$ cat src/rtl/seven_seg_mux_n.sv
// seven_seg_mux_n: time-multiplexed N-digit hex seven-segment driver with PWM, blanking and LZ suppression
module seven_seg_mux_n #(
  parameter int NUM_DIGITS       = 4,
  parameter int REFRESH_LIMIT    = 5000,
  parameter int PWM_BITS         = 4,
  parameter bit ANODE_ACTIVE_LOW = 1'b1,
  parameter bit SEG_ACTIVE_LOW   = 1'b1
) (
  input  logic                    i_Clk,
  input  logic                    i_Reset,
  input  logic [4*NUM_DIGITS-1:0] i_Digits,
  input  logic [NUM_DIGITS-1:0]   i_DP,
  input  logic [NUM_DIGITS-1:0]   i_Blank,
  input  logic                    i_LZ_Suppress,
  input  logic [PWM_BITS-1:0]     i_Brightness,
  input  logic                    i_Load,
  output logic [NUM_DIGITS-1:0]   o_Anode,
  output logic [7:0]              o_Segment,
  output logic                    o_Frame_Done
);
  localparam int RW = $clog2(REFRESH_LIMIT);
  localparam int SW = NUM_DIGITS > 1 ? $clog2(NUM_DIGITS) : 1;
  localparam logic [NUM_DIGITS-1:0] AN_OFF = {NUM_DIGITS{ANODE_ACTIVE_LOW}};
  localparam logic [7:0] SEG_OFF = {8{SEG_ACTIVE_LOW}};
  localparam logic [6:0] GLYPH [16] = '{7'h3F, 7'h06, 7'h5B, 7'h4F, 7'h66, 7'h6D, 7'h7D, 7'h07,
                                        7'h7F, 7'h6F, 7'h77, 7'h7C, 7'h39, 7'h5E, 7'h79, 7'h71};
  logic [RW-1:0]           ref_cnt;
  logic [SW-1:0]           scan;
  logic [PWM_BITS-1:0]     pwm_cnt;
  logic [4*NUM_DIGITS-1:0] sh_digits, ds_digits;
  logic [NUM_DIGITS-1:0]   sh_dp, ds_dp, sh_blank, ds_blank;
  logic                    sh_lz, ds_lz;
  logic [PWM_BITS-1:0]     sh_bri, ds_bri;
  logic                    ref_last, frame_end, dp_bit, blank_bit, suppress, lit;
  logic [3:0]              nib;
  logic [NUM_DIGITS-1:0]   an_next;
  logic [7:0]              seg_next;
  assign ref_last  = ref_cnt == RW'(REFRESH_LIMIT - 1);
  assign frame_end = ref_last && scan == SW'(NUM_DIGITS - 1);
  // A digit is blanked by LZ only if it and every more-significant nibble are zero
  always_comb begin
    nib       = 4'h0;
    dp_bit    = 1'b0;
    blank_bit = 1'b0;
    suppress  = ds_lz && scan != '0;
    for (int k = 0; k < NUM_DIGITS; k++) begin
      if (SW'(k) == scan) begin
        nib       = ds_digits[4*k +: 4];
        dp_bit    = ds_dp[k];
        blank_bit = ds_blank[k];
      end
      if (SW'(k) >= scan && ds_digits[4*k +: 4] != 4'h0) suppress = 1'b0;
    end
    lit      = ref_cnt != '0 && !blank_bit && pwm_cnt <= ds_bri;
    an_next  = lit ? NUM_DIGITS'(1) << scan : '0;
    seg_next = {dp_bit, suppress ? 7'h00 : GLYPH[nib]};
  end
  always_ff @(posedge i_Clk) begin
    if (i_Reset) begin
      ref_cnt      <= '0;
      scan         <= '0;
      pwm_cnt      <= '0;
      sh_digits    <= '0;
      ds_digits    <= '0;
      sh_dp        <= '0;
      ds_dp        <= '0;
      sh_blank     <= '0;
      ds_blank     <= '0;
      sh_lz        <= 1'b0;
      ds_lz        <= 1'b0;
      sh_bri       <= '1;
      ds_bri       <= '1;
      o_Anode      <= AN_OFF;
      o_Segment    <= SEG_OFF;
      o_Frame_Done <= 1'b0;
    end else begin
      ref_cnt <= ref_last ? '0 : ref_cnt + 1'b1;
      if (ref_last) scan <= scan == SW'(NUM_DIGITS - 1) ? '0 : scan + 1'b1;
      pwm_cnt <= pwm_cnt + 1'b1;
      if (i_Load) begin
        sh_digits <= i_Digits;
        sh_dp     <= i_DP;
        sh_blank  <= i_Blank;
        sh_lz     <= i_LZ_Suppress;
        sh_bri    <= i_Brightness;
      end
      // Display takes the pre-edge shadow, so a coincident load shows next frame
      if (frame_end) begin
        ds_digits <= sh_digits;
        ds_dp     <= sh_dp;
        ds_blank  <= sh_blank;
        ds_lz     <= sh_lz;
        ds_bri    <= sh_bri;
      end
      o_Anode      <= an_next ^ AN_OFF;
      o_Segment    <= seg_next ^ SEG_OFF;
      o_Frame_Done <= frame_end;
    end
  end
endmodule
$ cat config.mk
export PLATFORM = sky130hd
export DESIGN_NAME = seven_seg_mux_n
export DESIGN_NICKNAME = d
export VERILOG_FILES = /design/src/rtl/seven_seg_mux_n.sv
export SDC_FILE = /design/constraint.sdc
export NUM_CORES = 1
export LEC_CHECK = 0
export CAP_MARGIN = 40
export CELL_PAD_IN_SITES_DETAIL_PLACEMENT = 1
export CELL_PAD_IN_SITES_GLOBAL_PLACEMENT = 1
export CORE_MARGIN = 3
export CORE_UTILIZATION = 46
export DETAILED_ROUTE_END_ITERATION = 6
export PLACE_DENSITY_LB_ADDON = 0.1
export RECOVER_POWER = 100
export SLEW_MARGIN = 20
export SYNTH_ARGS = -nofsm -noshare
export SYNTH_HDL_FRONTEND = slang
export SYNTH_SLANG_ARGS = --single-unit
export TNS_END_PERCENT = 1
$ cat constraint.sdc
create_clock -name i_Clk -period 3.8 [get_ports i_Clk]
set_clock_uncertainty 0.15 [all_clocks]
set_input_delay 0.38 -clock i_Clk [delete_from_list [all_inputs] [get_ports i_Clk]]
set_output_delay 0.38 -clock i_Clk [all_outputs]
set_load 0.1 [all_outputs]
==> summary.json, run 1 <==
{
  "crit_path_max_incr_delay": {"value": 0.98, "unit": "ns"},
  "final_period_minus_worst_setup_slack": {"value": 3.06, "unit": "ns"},
  "library_cell_with_the_highest_instance_count_after_synthesis": {"value": "sky130_fd_sc_hd__dfxtp_1"},
  "max-cap-violations": {"value": 0},
  "synthArstFlopShare": {"value": 0},
  "setup-violations-final": {"value": 0},
  "synth_enable_flop_cells": {"value": 0},
  "y_dimension_of_the_die": {"value": 96.2, "unit": "microns"},
  "final_weighted_congestion_in_routability_driven_placement": {"value": 0.818},
  "num_vias": {"value": 2839},
  "power": {"value": 1.75, "unit": "mW"},
  "synth.cells.most_frequent": {"value": "sky130_fd_sc_hd__dfxtp_1, sky130_fd_sc_hd__nor2_1, sky130_fd_sc_hd__mux2i_1, sky130_fd_sc_hd__ha_1, sky130_fd_sc_hd__nand2_1"},
  "cp.buffers_inverters": {"value": 2},
  "synth_area_leader_cell": {"value": "sky130_fd_sc_hd__dfxtp_1"},
  "crit_chain": {"value": "dlygate4sd3_1 > clkbuf_1 > or2_0 > nor2_1"},
  "overflow": {"value": 0},
  "tns": {"value": 0, "unit": "ns"},
  "via_count_of_the_first_global_routing_pass": {"value": 2870},
  "grt_setup_unrepaired": {"value": "false"},
  "postSynthAreaPerCell": {"value": 10.1, "unit": "sq um"},
  "critical_path_required": {"value": 3.85, "unit": "ns"},
  "maximum_number_of_pins_on_one_net_before_global_route_repair": {"value": 29},
  "sequential_cell_area": {"value": 1800, "unit": "sq um"},
  "path_depth": {"value": 4},
  "cp-start-kind": {"value": "primary input"},
  "min_from": {"value": "sh_bri[2]$_SDFFE_PP1P_"},
  "endpoint_of_the_worst_slack_reg_to_reg_timing_path": {"value": "ds_blank[0]$_SDFFE_PP0P_"},
  "pwr-share-comb": {"value": 0.088},
  "relSlewSlack": {"value": 0.171},
  "critPathKind": {"value": "in2reg"},
  "cts_htree_levels": {"value": 3},
  "via_density": {"value": 5.35},
  "power.leakage": {"value": 1.79, "unit": "nW"},
  "post_synthesis_sequential_element_count": {"value": 90},
  "whs": {"value": 0.324, "unit": "ns"},
  "finalMaxSlewViolations": {"value": 0},
  "worstHoldPathType": {"value": "reg2reg"},
  "synthDominantCellAreaShare": {"value": 0.482},
  "cts_made_buffers": {"value": 9},
  "grt_use_total": {"value": 0.196},
  "synth_top_flop_cell": {"value": "sky130_fd_sc_hd__dfxtp_1"},
  "average_routed_wire_per_standard_cell": {"value": 16.1, "unit": "microns"},
  "critical_path.slowest_cell": {"value": "sky130_fd_sc_hd__clkbuf_1"},
  "synth_fp_nets": {"value": 422},
  "final_layout_size_suffix_gt1_frac": {"value": 0.0793},
  "synthCells": {"value": 372},
  "initial_utilization": {"value": 0.479},
  "netSwitchingPower": {"value": 0.435, "unit": "mW"},
  "cp-endpoint": {"value": "ref_cnt[9]$_SDFF_PP0_"},
  "synth_cell_type_count": {"value": 53},
  "tightest_slew": {"value": 1.24, "unit": "ns"},
  "route.detailed.drc": {"value": 0},
  "ant_nets": {"value": 0},
  "core-area": {"value": 7810, "unit": "sq um"},
  "n_fill_cell": {"value": 878},
  "crit_family": {"value": "buffers and inverters"},
  "cp.arrival": {"value": 3.12, "unit": "ns"},
  "crit_path_start": {"value": "i_Reset"},
  "synth.top_cells.by_area": {"value": "sky130_fd_sc_hd__dfxtp_1, sky130_fd_sc_hd__mux2i_1, sky130_fd_sc_hd__ha_1"},
  "setup.worst_path.end_class": {"value": "flip-flop"},
  "switching_share": {"value": 0.248},
  "min_path_cells": {"value": 1},
  "design.die.area": {"value": 9250, "unit": "sq um"},
  "fin_crit_sh": {"value": 0.806},
  "antenna-diode-count": {"value": 0},
  "dr.pass1.iters": {"value": 4},
  "routed_wirelength": {"value": 8530, "unit": "microns"},
  "power_frac_clock": {"value": 0.347},
  "synth.cell_area": {"value": 3740, "unit": "sq um"},
  "fp.dieW": {"value": 96.2, "unit": "microns"},
  "drt_iter0_markers": {"value": 85},
  "worst_vdd_rail_ir_drop": {"value": 0.264, "unit": "mV"},
  "count_of_hold_buffers_inserted_by_post_cts_repair": {"value": 0},
  "crit-reg2reg-launch": {"value": "ref_cnt[3]$_SDFF_PP0_"},
  "post_cts_resized": {"value": 0},
  "max_clock_freq": {"value": 0.327, "unit": "GHz"},
  "cts_root_buf": {"value": "sky130_fd_sc_hd__clkbuf_8"},
  "final_net_count": {"value": 474},
  "sequential_power_share": {"value": 0.565},
  "worstRegToRegCells": {"value": 6},
  "clkSlewWorstSetupHoldPaths": {"value": 0.08, "unit": "ns"},
  "floorplan_row_count": {"value": 32},
  "clkSinkCount": {"value": 90},
  "detailed_place_hpwl": {"value": 6140, "unit": "microns"},
  "top_level_ports": {"value": 45},
  "multi_input_logic_area": {"value": 1730, "unit": "sq um"},
  "grt_first_pass_wirelength": {"value": 14000, "unit": "microns"},
  "clock_insertion_delay_worst_skew": {"value": 0.35, "unit": "ns"},
  "cts_max_path_buffers": {"value": 2},
  "r2r_setup_slack": {"value": 0.81, "unit": "ns"},
  "path_max_fanout": {"value": 27},
  "cts_setup_buffers": {"value": 0},
  "grt_antenna_before_repair": {"value": 0},
  "status": {"value": "finished, final reports clean"},
  "layout-area-overhead-vs-synth": {"value": 18.7, "unit": "%"},
  "yosys_warnings": {"value": 0},
  "final-hold-violation-count": {"value": 0},
  "port_buffers": {"value": 44},
  "power_density_over_the_cells": {"value": 394, "unit": "nW/um^2"},
  "seq_area_frac_synth": {"value": 0.482},
  "power_report.internal_total": {"value": 1.32, "unit": "mW"},
  "cts_tree": {"value": "yes"}
}
## how the worst min path moves through the flow
stage | end | slack, ns
floorplan | ds_bri[0]$_SDFFE_PP1P_ | 0.28
global placement | pwm_cnt[0]$_SDFF_PP0_ | 0.30
detailed placement | ds_digits[7]$_SDFFE_PP0P_ | 0.31
CTS | ds_bri[2]$_SDFFE_PP1P_ | 0.33
global route | ds_digits[11]$_SDFFE_PP0P_ | 0.34
finish | ds_bri[2]$_SDFFE_PP1P_ | 0.32
## stage by stage
| stage | setup WS, ns | util | instances | cell area (sq um) |
|---|---|---|---|---|
| floorplan | 1.28 | - | 372 | 3740 |
| global placement | 1.14 | 0.539 | 501 | 4210 |
| detailed placement | 0.998 | 0.566 | 515 | 4420 |
| CTS | 0.936 | 0.591 | 531 | 4610 |
| global route | 0.481 | 0.569 | 531 | 4440 |
| finish | 0.738 | 0.569 | 531 | 4440 |
## cell usage in the layout, fill, tap and decap left out, types with 2 or more instances in the layout
cell / instances
sky130_fd_sc_hd__a211o_1: 4
sky130_fd_sc_hd__a211oi_1: 3
sky130_fd_sc_hd__a21oi_1: 11
sky130_fd_sc_hd__a22o_1: 17
sky130_fd_sc_hd__a22o_2: 8
sky130_fd_sc_hd__a2bb2oi_1: 3
sky130_fd_sc_hd__clkbuf_1: 14
sky130_fd_sc_hd__clkbuf_8: 11
sky130_fd_sc_hd__clkdlybuf4s50_1: 42
sky130_fd_sc_hd__clkinv_4: 3
sky130_fd_sc_hd__dfxtp_1: 90
sky130_fd_sc_hd__ha_1: 18
sky130_fd_sc_hd__inv_1: 17
sky130_fd_sc_hd__mux2i_1: 28
sky130_fd_sc_hd__nand2_1: 18
sky130_fd_sc_hd__nand2b_1: 2
sky130_fd_sc_hd__nand3_1: 8
sky130_fd_sc_hd__nand3b_1: 4
sky130_fd_sc_hd__nand4_1: 3
sky130_fd_sc_hd__nor2_1: 49
sky130_fd_sc_hd__nor2b_1: 9
sky130_fd_sc_hd__nor3_1: 5
sky130_fd_sc_hd__nor3b_1: 2
sky130_fd_sc_hd__nor4_1: 4
sky130_fd_sc_hd__o211ai_1: 3
sky130_fd_sc_hd__o21ai_0: 6
sky130_fd_sc_hd__o221ai_1: 3
sky130_fd_sc_hd__or2_0: 2
sky130_fd_sc_hd__xnor2_1: 9
sky130_fd_sc_hd__xor2_1: 5
## logic make-up (layout without fill, tap and decap cells)
| kind of cell | Yosys count | in the layout | share of synthesized area |
|---|---|---|---|
| and+or+nand+nor | 117 | 117 | 0.156 |
| DFF | 90 | 90 | 0.482 |
| AOI/OAI and AO/OA | 68 | 68 | 0.142 |
| buffers and inverters | 37 | 94 | 0.0518 |
| muxes | 28 | 28 | 0.0749 |
| adders and majority gates | 18 | 18 | 0.0602 |
| xor gates and xnor gates | 14 | 14 | 0.0328 |
## state kept, by name, summed over array words and instances (netlist names), 2 cells and up
name and flops:
ds_blank 4, ds_bri 4, ds_digits 16, ds_dp 4
o_Anode 4, o_Segment 8, pwm_cnt 4, ref_cnt 13
scan 2, sh_blank 4, sh_bri 4, sh_digits 16
sh_dp 4
## routing by layer
metal | vias up | share of wire | GRT usage
met5 | - | 0 | 0
met4 | 0 | 0.010 | 0.0569
met3 | 9 | 0.033 | 0.0407
met2 | 41 | 0.46 | 0.323
met1 | 1386 | 0.49 | 0.256
li1 | 1403 | - | -
## power groups by stage
| stage | Sequential (mW) | Clock [mW] | Combinational [mW] |
|---|---|---|---|
| 2_1_floorplan | 1.04 | 0 | 0.0626 |
| 3_3_place_gp | 1.01 | 0 | 0.148 |
| 3_5_place_dp | 1.01 | 0 | 0.170 |
| 4_1_cts | 0.990 | 0.628 | 0.170 |
| 5_1_grt | 0.993 | 0.674 | 0.169 |
| 6_report | 0.989 | 0.607 | 0.155 |
## final cells by class
| cell class | count | share of cell area |
|---|---|---|
| clock buffers | 11 | 0.0341 |
| flip-flops and latches | 90 | 0.406 |
| well taps | 102 | 0.0287 |
| repair buffers | 60 | 0.116 |
| multi-input cells | 245 | 0.389 |
| inverters | 18 | 0.0180 |
| clock inverters | 5 | 0.00873 |
Note: power is estimated with default switching activity, not from simulation.
==> inputs of run 2 (changes only) <==
--- a/config.mk
+++ b/config.mk
@@ -9,7 +9,7 @@
 export CELL_PAD_IN_SITES_DETAIL_PLACEMENT = 1
 export CELL_PAD_IN_SITES_GLOBAL_PLACEMENT = 1
 export CORE_MARGIN = 3
-export CORE_UTILIZATION = 46
+export CORE_UTILIZATION = 39
 export DETAILED_ROUTE_END_ITERATION = 6
 export PLACE_DENSITY_LB_ADDON = 0.1
 export RECOVER_POWER = 100
==> constraint.sdc (replaced) <==
create_clock -name i_Clk -period 2.8 [get_ports i_Clk]
set_clock_uncertainty 0.15 [all_clocks]
set_input_delay 0.28 -clock i_Clk [delete_from_list [all_inputs] [get_ports i_Clk]]
set_output_delay 0.28 -clock i_Clk [all_outputs]
set_load 0.1 [all_outputs]
==> run 2 against run 1 <==
- combinational power is 30% higher
- count of clock-buffer cells in the layout fell by 2
- flip-flop and latch count is the same
- sequential power up 35%
- sequential share of layout area is 0.34 points lower
- utilization down 8.6 points
- first-iteration DRC count down 34%
- via count is 3.5% lower
==> summary.json, run 2 (synthesis results as in run 1) <==
{
  "core-area": {"value": 9280, "unit": "sq um"},
  "port_buffers": {"value": 44},
  "tightest_slew": {"value": 1.17, "unit": "ns"},
  "clock_insertion_delay_worst_skew": {"value": 0.36, "unit": "ns"},
  "floorplan_row_count": {"value": 35},
  "grt_use_total": {"value": 0.163},
  "finalMaxSlewViolations": {"value": 0},
  "worstHoldPathType": {"value": "in2reg"},
  "utilization": {"value": 0.482},
  "grt_setup_unrepaired": {"value": "false"},
  "antenna-diode-count": {"value": 0},
  "final_layout_size_suffix_gt1_frac": {"value": 0.0998},
  "whs": {"value": 0.314, "unit": "ns"},
  "min_path_cells": {"value": 3},
  "dr.pass1.iters": {"value": 4},
  "average_routed_wire_per_standard_cell": {"value": 15.4, "unit": "microns"},
  "routed_wirelength": {"value": 8470, "unit": "microns"},
  "worst_hold_path.endpoint": {"value": "sh_digits[13]$_SDFFE_PP0P_"},
  "grt_antenna_before_repair": {"value": 0},
  "via_count_of_the_first_global_routing_pass": {"value": 2853},
  "relSlewSlack": {"value": 0.222},
  "max_clock_freq": {"value": 0.397, "unit": "GHz"},
  "ant_nets": {"value": 0},
  "dpl_cell_area": {"value": 4260, "unit": "sq um"},
  "design.die.area": {"value": 10800, "unit": "sq um"},
  "endpoint_of_the_worst_slack_reg_to_reg_timing_path": {"value": "ref_cnt[12]$_SDFF_PP0_"},
  "grt_first_pass_wirelength": {"value": 14500, "unit": "microns"},
  "setup-violations-final": {"value": 0},
  "final_period_minus_worst_setup_slack": {"value": 2.52, "unit": "ns"},
  "maximum_number_of_pins_on_one_net_before_global_route_repair": {"value": 27},
  "r2r_setup_slack": {"value": 0.28, "unit": "ns"},
  "leading_cell_types_in_the_layout_fill_and_taps_excluded": {"value": "sky130_fd_sc_hd__dfxtp_1, sky130_fd_sc_hd__nor2_1, sky130_fd_sc_hd__clkdlybuf4s50_1"},
  "crit-reg2reg-launch": {"value": "ref_cnt[3]$_SDFF_PP0_"},
  "critPathKind": {"value": "reg2reg"},
  "power.leakage": {"value": 1.79, "unit": "nW"},
  "path_max_fanout": {"value": 12},
  "top_level_ports": {"value": 45},
  "most_common_cell_after_layout_fill_and_taps_aside": {"value": "sky130_fd_sc_hd__dfxtp_1"},
  "fp.dieW": {"value": 104, "unit": "microns"},
  "final_weighted_congestion_in_routability_driven_placement": {"value": 0.812},
  "cts_root_buf": {"value": "sky130_fd_sc_hd__clkbuf_8"},
  "via_density": {"value": 4.98},
  "top_regs": {"value": "ds_digits (16), sh_digits (16), ref_cnt (13)"},
  "worst_vdd_rail_ir_drop": {"value": 0.258, "unit": "mV"},
  "cp-start-kind": {"value": "flip-flop"},
  "crit_path_start": {"value": "ref_cnt[3]$_SDFF_PP0_"},
  "overflow": {"value": 0},
  "y_dimension_of_the_die": {"value": 104, "unit": "microns"},
  "max-cap-violations": {"value": 0},
  "detailed_place_hpwl": {"value": 5930, "unit": "microns"},
  "final_net_count": {"value": 466},
  "power_density_over_the_cells": {"value": 607, "unit": "nW/um^2"},
  "tns": {"value": 0, "unit": "ns"},
  "count_of_hold_buffers_inserted_by_post_cts_repair": {"value": 0},
  "fin_crit_sh": {"value": 0.899},
  "min_from": {"value": "i_Load"},
  "cts_htree_levels": {"value": 3},
  "critical_path_required": {"value": 2.87, "unit": "ns"},
  "final-hold-violation-count": {"value": 0},
  "clkSinkCount": {"value": 90},
  "layout.cell_area.non_filler": {"value": 4480, "unit": "sq um"},
  "power": {"value": 2.72, "unit": "mW"},
  "cts_made_buffers": {"value": 9},
  "route.detailed.drc": {"value": 0},
  "drt_iter0_markers": {"value": 56},
  "status": {"value": "finished, final reports clean"},
  "initial_utilization": {"value": 0.403},
  "setup.worst_path.end_class": {"value": "flip-flop"},
  "cts_max_path_buffers": {"value": 2},
  "cp.arrival": {"value": 2.58, "unit": "ns"},
  "num_vias": {"value": 2739},
  "clkSlewWorstSetupHoldPaths": {"value": 0.09, "unit": "ns"},
  "worstRegToRegCells": {"value": 4},
  "layout-area-overhead-vs-synth": {"value": 19.7, "unit": "%"},
  "cts_setup_buffers": {"value": 0},
  "cts_tree": {"value": "yes"}
}
==> run 2: routing by layer <==
| layer | global-route usage | vias up | part of all wire |
|---|---|---|---|
| met3 | 0.0503 | 8 | 0.040 |
| met4 | 0.0361 | 0 | 0.0090 |
| li1 | - | 1382 | - |
| met5 | 0 | - | 0 |
| met2 | 0.260 | 41 | 0.46 |
| met1 | 0.218 | 1308 | 0.49 |
==> run 2: report_power, final <==
part | total, mW | internal [mW] | switching [mW] | leakage, nW
clock | 1.17 | 0.692 | 0.481 | 0.132
sequential | 1.34 | 1.32 | 0.0244 | 0.735
combinational | 0.202 | 0.0851 | 0.117 | 0.920
total | 2.72 | 2.10 | 0.622 | 1.79
==> run 2: final cells by class <==
| type | count | area, sq um |
|---|---|---|
| Fill cell | 1062 | 4800 |
| Sequential cell | 90 | 1800 |
| Multi-Input combinational cell | 245 | 1760 |
| Timing Repair Buffer | 52 | 403 |
| Tap cell | 129 | 161 |
| Clock inverter | 7 | 148 |
| Clock buffer | 9 | 124 |
| Inverter | 18 | 80.1 |
==> run 2: stage by stage <==
| stage | setup WS [ns] | cells |
|---|---|---|
| 5_1_grt | 0.0162 | 550 |
| 3_5_place_dp | 0.158 | 534 |
| 6_report | 0.282 | 550 |
| 2_1_floorplan | 0.284 | 372 |
| 4_1_cts | 0.0476 | 550 |
| 3_3_place_gp | 0.283 | 534 |
==> run 2: worst max path at each step <==
| stage | to | slack, ns | cells after the start |
|---|---|---|---|
| floorplan | o_Segment[0]$_SDFF_PP1_ | 0.28 | 9 |
| global placement | o_Segment[3]$_SDFF_PP1_ | 0.28 | 10 |
| detailed placement | o_Segment[6]$_SDFF_PP1_ | 0.16 | 10 |
| CTS | o_Segment[6]$_SDFF_PP1_ | 0.05 | 8 |
| global route | o_Segment[6]$_SDFF_PP1_ | 0.02 | 10 |
| finish | ref_cnt[12]$_SDFF_PP0_ | 0.28 | 4 |
==> run 2: worst max-delay path: stages, from the launching register on <==
cell                      delay, ns
sky130_fd_sc_hd__dfxtp_1       0.35
sky130_fd_sc_hd__or4_1         0.62
sky130_fd_sc_hd__nor4_4        0.51
sky130_fd_sc_hd__or2_0         0.62
sky130_fd_sc_hd__nor2_1        0.12
==> run 2: timing repair <==
item | CTS | global route
endpoints found under the hold margin | 0 | 0
gates resized for setup | 0 | 4
endpoints found under the setup margin | 0 | 5
==> inputs of run 3 (changes only) <==
--- a/config.mk
+++ b/config.mk
@@ -8,8 +8,9 @@
 export CAP_MARGIN = 40
 export CELL_PAD_IN_SITES_DETAIL_PLACEMENT = 1
 export CELL_PAD_IN_SITES_GLOBAL_PLACEMENT = 1
-export CORE_MARGIN = 3
-export CORE_UTILIZATION = 39
+export CORE_MARGIN = 4
+export CORE_UTILIZATION = 40
+export CTS_BUF_LIST = sky130_fd_sc_hd__clkbuf_4
 export DETAILED_ROUTE_END_ITERATION = 6
 export PLACE_DENSITY_LB_ADDON = 0.1
 export RECOVER_POWER = 100
==> run 3 against run 2 <==
- final cell count shrank 3.5%
- via count grew 0.62%
- non-clock buffer count fell by 1
- hold slack worse by 0.13 ns
- global-route usage fell by 0.35 points
- clock power down 31%
- sequential power is essentially flat
- sequential share of layout area increased by 1.2 points
- critical path depth grew 2
- critical endpoint is now ds_digits[14]$_SDFFE_PP0P_
- largest power group unchanged
- highest routed layer unchanged
==> summary.json, run 3 (synthesis results as in run 1) <==
{
  "dr.pass1.iters": {"value": 4},
  "grt_antenna_before_repair": {"value": 0},
  "core-area": {"value": 9150, "unit": "sq um"},
  "worstRegToRegCells": {"value": 6},
  "final_period_minus_worst_setup_slack": {"value": 2.58, "unit": "ns"},
  "path_max_fanout": {"value": 26},
  "cts_max_path_buffers": {"value": 2},
  "grt_use_total": {"value": 0.160},
  "overflow": {"value": 0},
  "layout.cells.non_filler": {"value": 531},
  "via_density": {"value": 5.19},
  "min_from": {"value": "i_Load"},
  "num_vias": {"value": 2756},
  "final_weighted_congestion_in_routability_driven_placement": {"value": 0.763},
  "finalMaxSlewViolations": {"value": 0},
  "average_routed_wire_per_standard_cell": {"value": 15.9, "unit": "microns"},
  "cts_made_buffers": {"value": 9},
  "worstHoldPathType": {"value": "in2reg"},
  "power_density_over_the_cells": {"value": 541, "unit": "nW/um^2"},
  "grt_first_pass_wirelength": {"value": 14000, "unit": "microns"},
  "grt_setup_unrepaired": {"value": "false"},
  "critical_path_required": {"value": 3.03, "unit": "ns"},
  "endpoint_of_the_worst_slack_reg_to_reg_timing_path": {"value": "ds_digits[14]$_SDFFE_PP0P_"},
  "setup-violations-final": {"value": 0},
  "clkSinkCount": {"value": 90},
  "fin_crit_sh": {"value": 0.922},
  "final_layout_size_suffix_gt1_frac": {"value": 0.0952},
  "cts_root_buf": {"value": "sky130_fd_sc_hd__clkbuf_4"},
  "via_count_of_the_first_global_routing_pass": {"value": 2796},
  "cp.arrival": {"value": 2.81, "unit": "ns"},
  "crit_path_start": {"value": "ref_cnt[3]$_SDFF_PP0_"},
  "setup.worst_path.end_class": {"value": "flip-flop"},
  "most_common_cell_after_layout_fill_and_taps_aside": {"value": "sky130_fd_sc_hd__dfxtp_1"},
  "cts_htree_levels": {"value": 3},
  "min_path_cells": {"value": 3},
  "power.leakage": {"value": 1.75, "unit": "nW"},
  "final-hold-violation-count": {"value": 0},
  "worst_hold_path.endpoint": {"value": "sh_blank[2]$_SDFFE_PP0P_"},
  "layout-area-overhead-vs-synth": {"value": 16.3, "unit": "%"},
  "cts_tree": {"value": "yes"},
  "final_net_count": {"value": 465},
  "antenna-diode-count": {"value": 0},
  "ant_nets": {"value": 0},
  "clock_insertion_delay_worst_skew": {"value": 0.44, "unit": "ns"},
  "crit-reg2reg-launch": {"value": "ref_cnt[3]$_SDFF_PP0_"},
  "tns": {"value": 0, "unit": "ns"},
  "r2r_setup_slack": {"value": 0.22, "unit": "ns"},
  "initial_utilization": {"value": 0.409},
  "n_fill_cell": {"value": 1035},
  "critPathKind": {"value": "reg2reg"},
  "top_regs": {"value": "ds_digits (16), sh_digits (16), ref_cnt (13)"},
  "cp-start-kind": {"value": "flip-flop"},
  "fp.dieW": {"value": 105, "unit": "microns"},
  "place_worst_setup_slack": {"value": 0.0932, "unit": "ns"},
  "y_dimension_of_the_die": {"value": 105, "unit": "microns"},
  "top_level_ports": {"value": 45},
  "maximum_number_of_pins_on_one_net_before_global_route_repair": {"value": 43},
  "floorplan_row_count": {"value": 35},
  "port_buffers": {"value": 44},
  "tightest_slew": {"value": 1.21, "unit": "ns"},
  "routed_wirelength": {"value": 8450, "unit": "microns"},
  "relSlewSlack": {"value": 0.199},
  "drt_iter0_markers": {"value": 54},
  "route.detailed.drc": {"value": 0},
  "sequential_cell_area": {"value": 1800, "unit": "sq um"},
  "max-cap-violations": {"value": 0},
  "detailed_place_hpwl": {"value": 6040, "unit": "microns"},
  "multi_input_logic_area": {"value": 1760, "unit": "sq um"},
  "leading_cell_types_in_the_layout_fill_and_taps_excluded": {"value": "sky130_fd_sc_hd__dfxtp_1, sky130_fd_sc_hd__nor2_1, sky130_fd_sc_hd__clkdlybuf4s50_1"},
  "place.detailed.instances": {"value": 515},
  "status": {"value": "finished, final reports clean"},
  "fin_ws": {"value": 0.217, "unit": "ns"},
  "design.die.area": {"value": 11000, "unit": "sq um"},
  "max_clock_freq": {"value": 0.387, "unit": "GHz"},
  "worst_vdd_rail_ir_drop": {"value": 0.253, "unit": "mV"},
  "clkSlewWorstSetupHoldPaths": {"value": 0.14, "unit": "ns"},
  "whs": {"value": 0.183, "unit": "ns"}
}
==> run 3: cell count changes in the layout (fill, tap and decap cells not counted), moves of 2 or more <==
cell                        before  now
sky130_fd_sc_hd__ha_2            3    1
sky130_fd_sc_hd__clkbuf_1       16   14
sky130_fd_sc_hd__clkbuf_8        9    0
sky130_fd_sc_hd__ha_1           15   17
sky130_fd_sc_hd__clkbuf_4        0   11
sky130_fd_sc_hd__bufinv_16       4    2
==> run 3: layer usage <==
layer,global-route usage,routed length [microns],share of wire,up-vias
met5,0,0,0,-
met4,0.0731,160,0.019,0
met3,0.0309,268,0.032,13
met2,0.249,3900,0.46,33
met1,0.215,4120,0.49,1321
li1,-,-,-,1389
==> run 3: worst max-delay path: stages, from the launching register on <==
cell,delay [ns]
sky130_fd_sc_hd__dfxtp_1,0.37
sky130_fd_sc_hd__or4_1,0.61
sky130_fd_sc_hd__nor4_4,0.53
sky130_fd_sc_hd__nand2_2,0.09
sky130_fd_sc_hd__or2_0,0.40
sky130_fd_sc_hd__clkinv_8,0.21
sky130_fd_sc_hd__a22o_1,0.14
==> run 3: worst max path at each step <==
stage / cells after the start / slack (ns) / to
after global routing: 6 / 0.04 / ds_digits[12]$_SDFFE_PP0P_
after global placement: 10 / 0.26 / o_Segment[3]$_SDFF_PP1_
after CTS: 10 / 0.07 / o_Segment[5]$_SDFF_PP1_
after detailed placement: 10 / 0.09 / o_Segment[3]$_SDFF_PP1_
after floorplan: 9 / 0.28 / o_Segment[0]$_SDFF_PP1_
final: 6 / 0.22 / ds_digits[14]$_SDFFE_PP0P_
==> run 3: repair_timing <==
action | in CTS | in global routing
buffers inserted | 0 | 0
hold buffers | 0 | 0
endpoints found under the setup margin | 0 | 5
gates resized for setup | 0 | 2
==> run 3: area by class of cell <==
class | count | area share
inverter | 18 | 0.0184
clock buffer | 11 | 0.0190
sequential | 90 | 0.414
clock inverter | 5 | 0.0181
tap | 111 | 0.0319
timing repair buffer | 51 | 0.0949
multi-input combinational | 245 | 0.404
==> run 3: stage by stage <==
stage | area [sq um] | util | total power, mW
6_report | 4350 | 0.475 | 2.35
5_1_grt | 4350 | 0.475 | 2.47
4_1_cts | 4400 | 0.481 | 2.40
3_5_place_dp | 4240 | 0.463 | 1.58
3_3_place_gp | 4210 | 0.460 | 1.57
2_1_floorplan | 3740 | - | 1.49
==> run 3: power by group <==
part           leakage, nW  switching [mW]  internal [mW]
registers            0.735          0.0236           1.32
clock network       0.0807           0.431          0.380
logic                0.933           0.115         0.0854
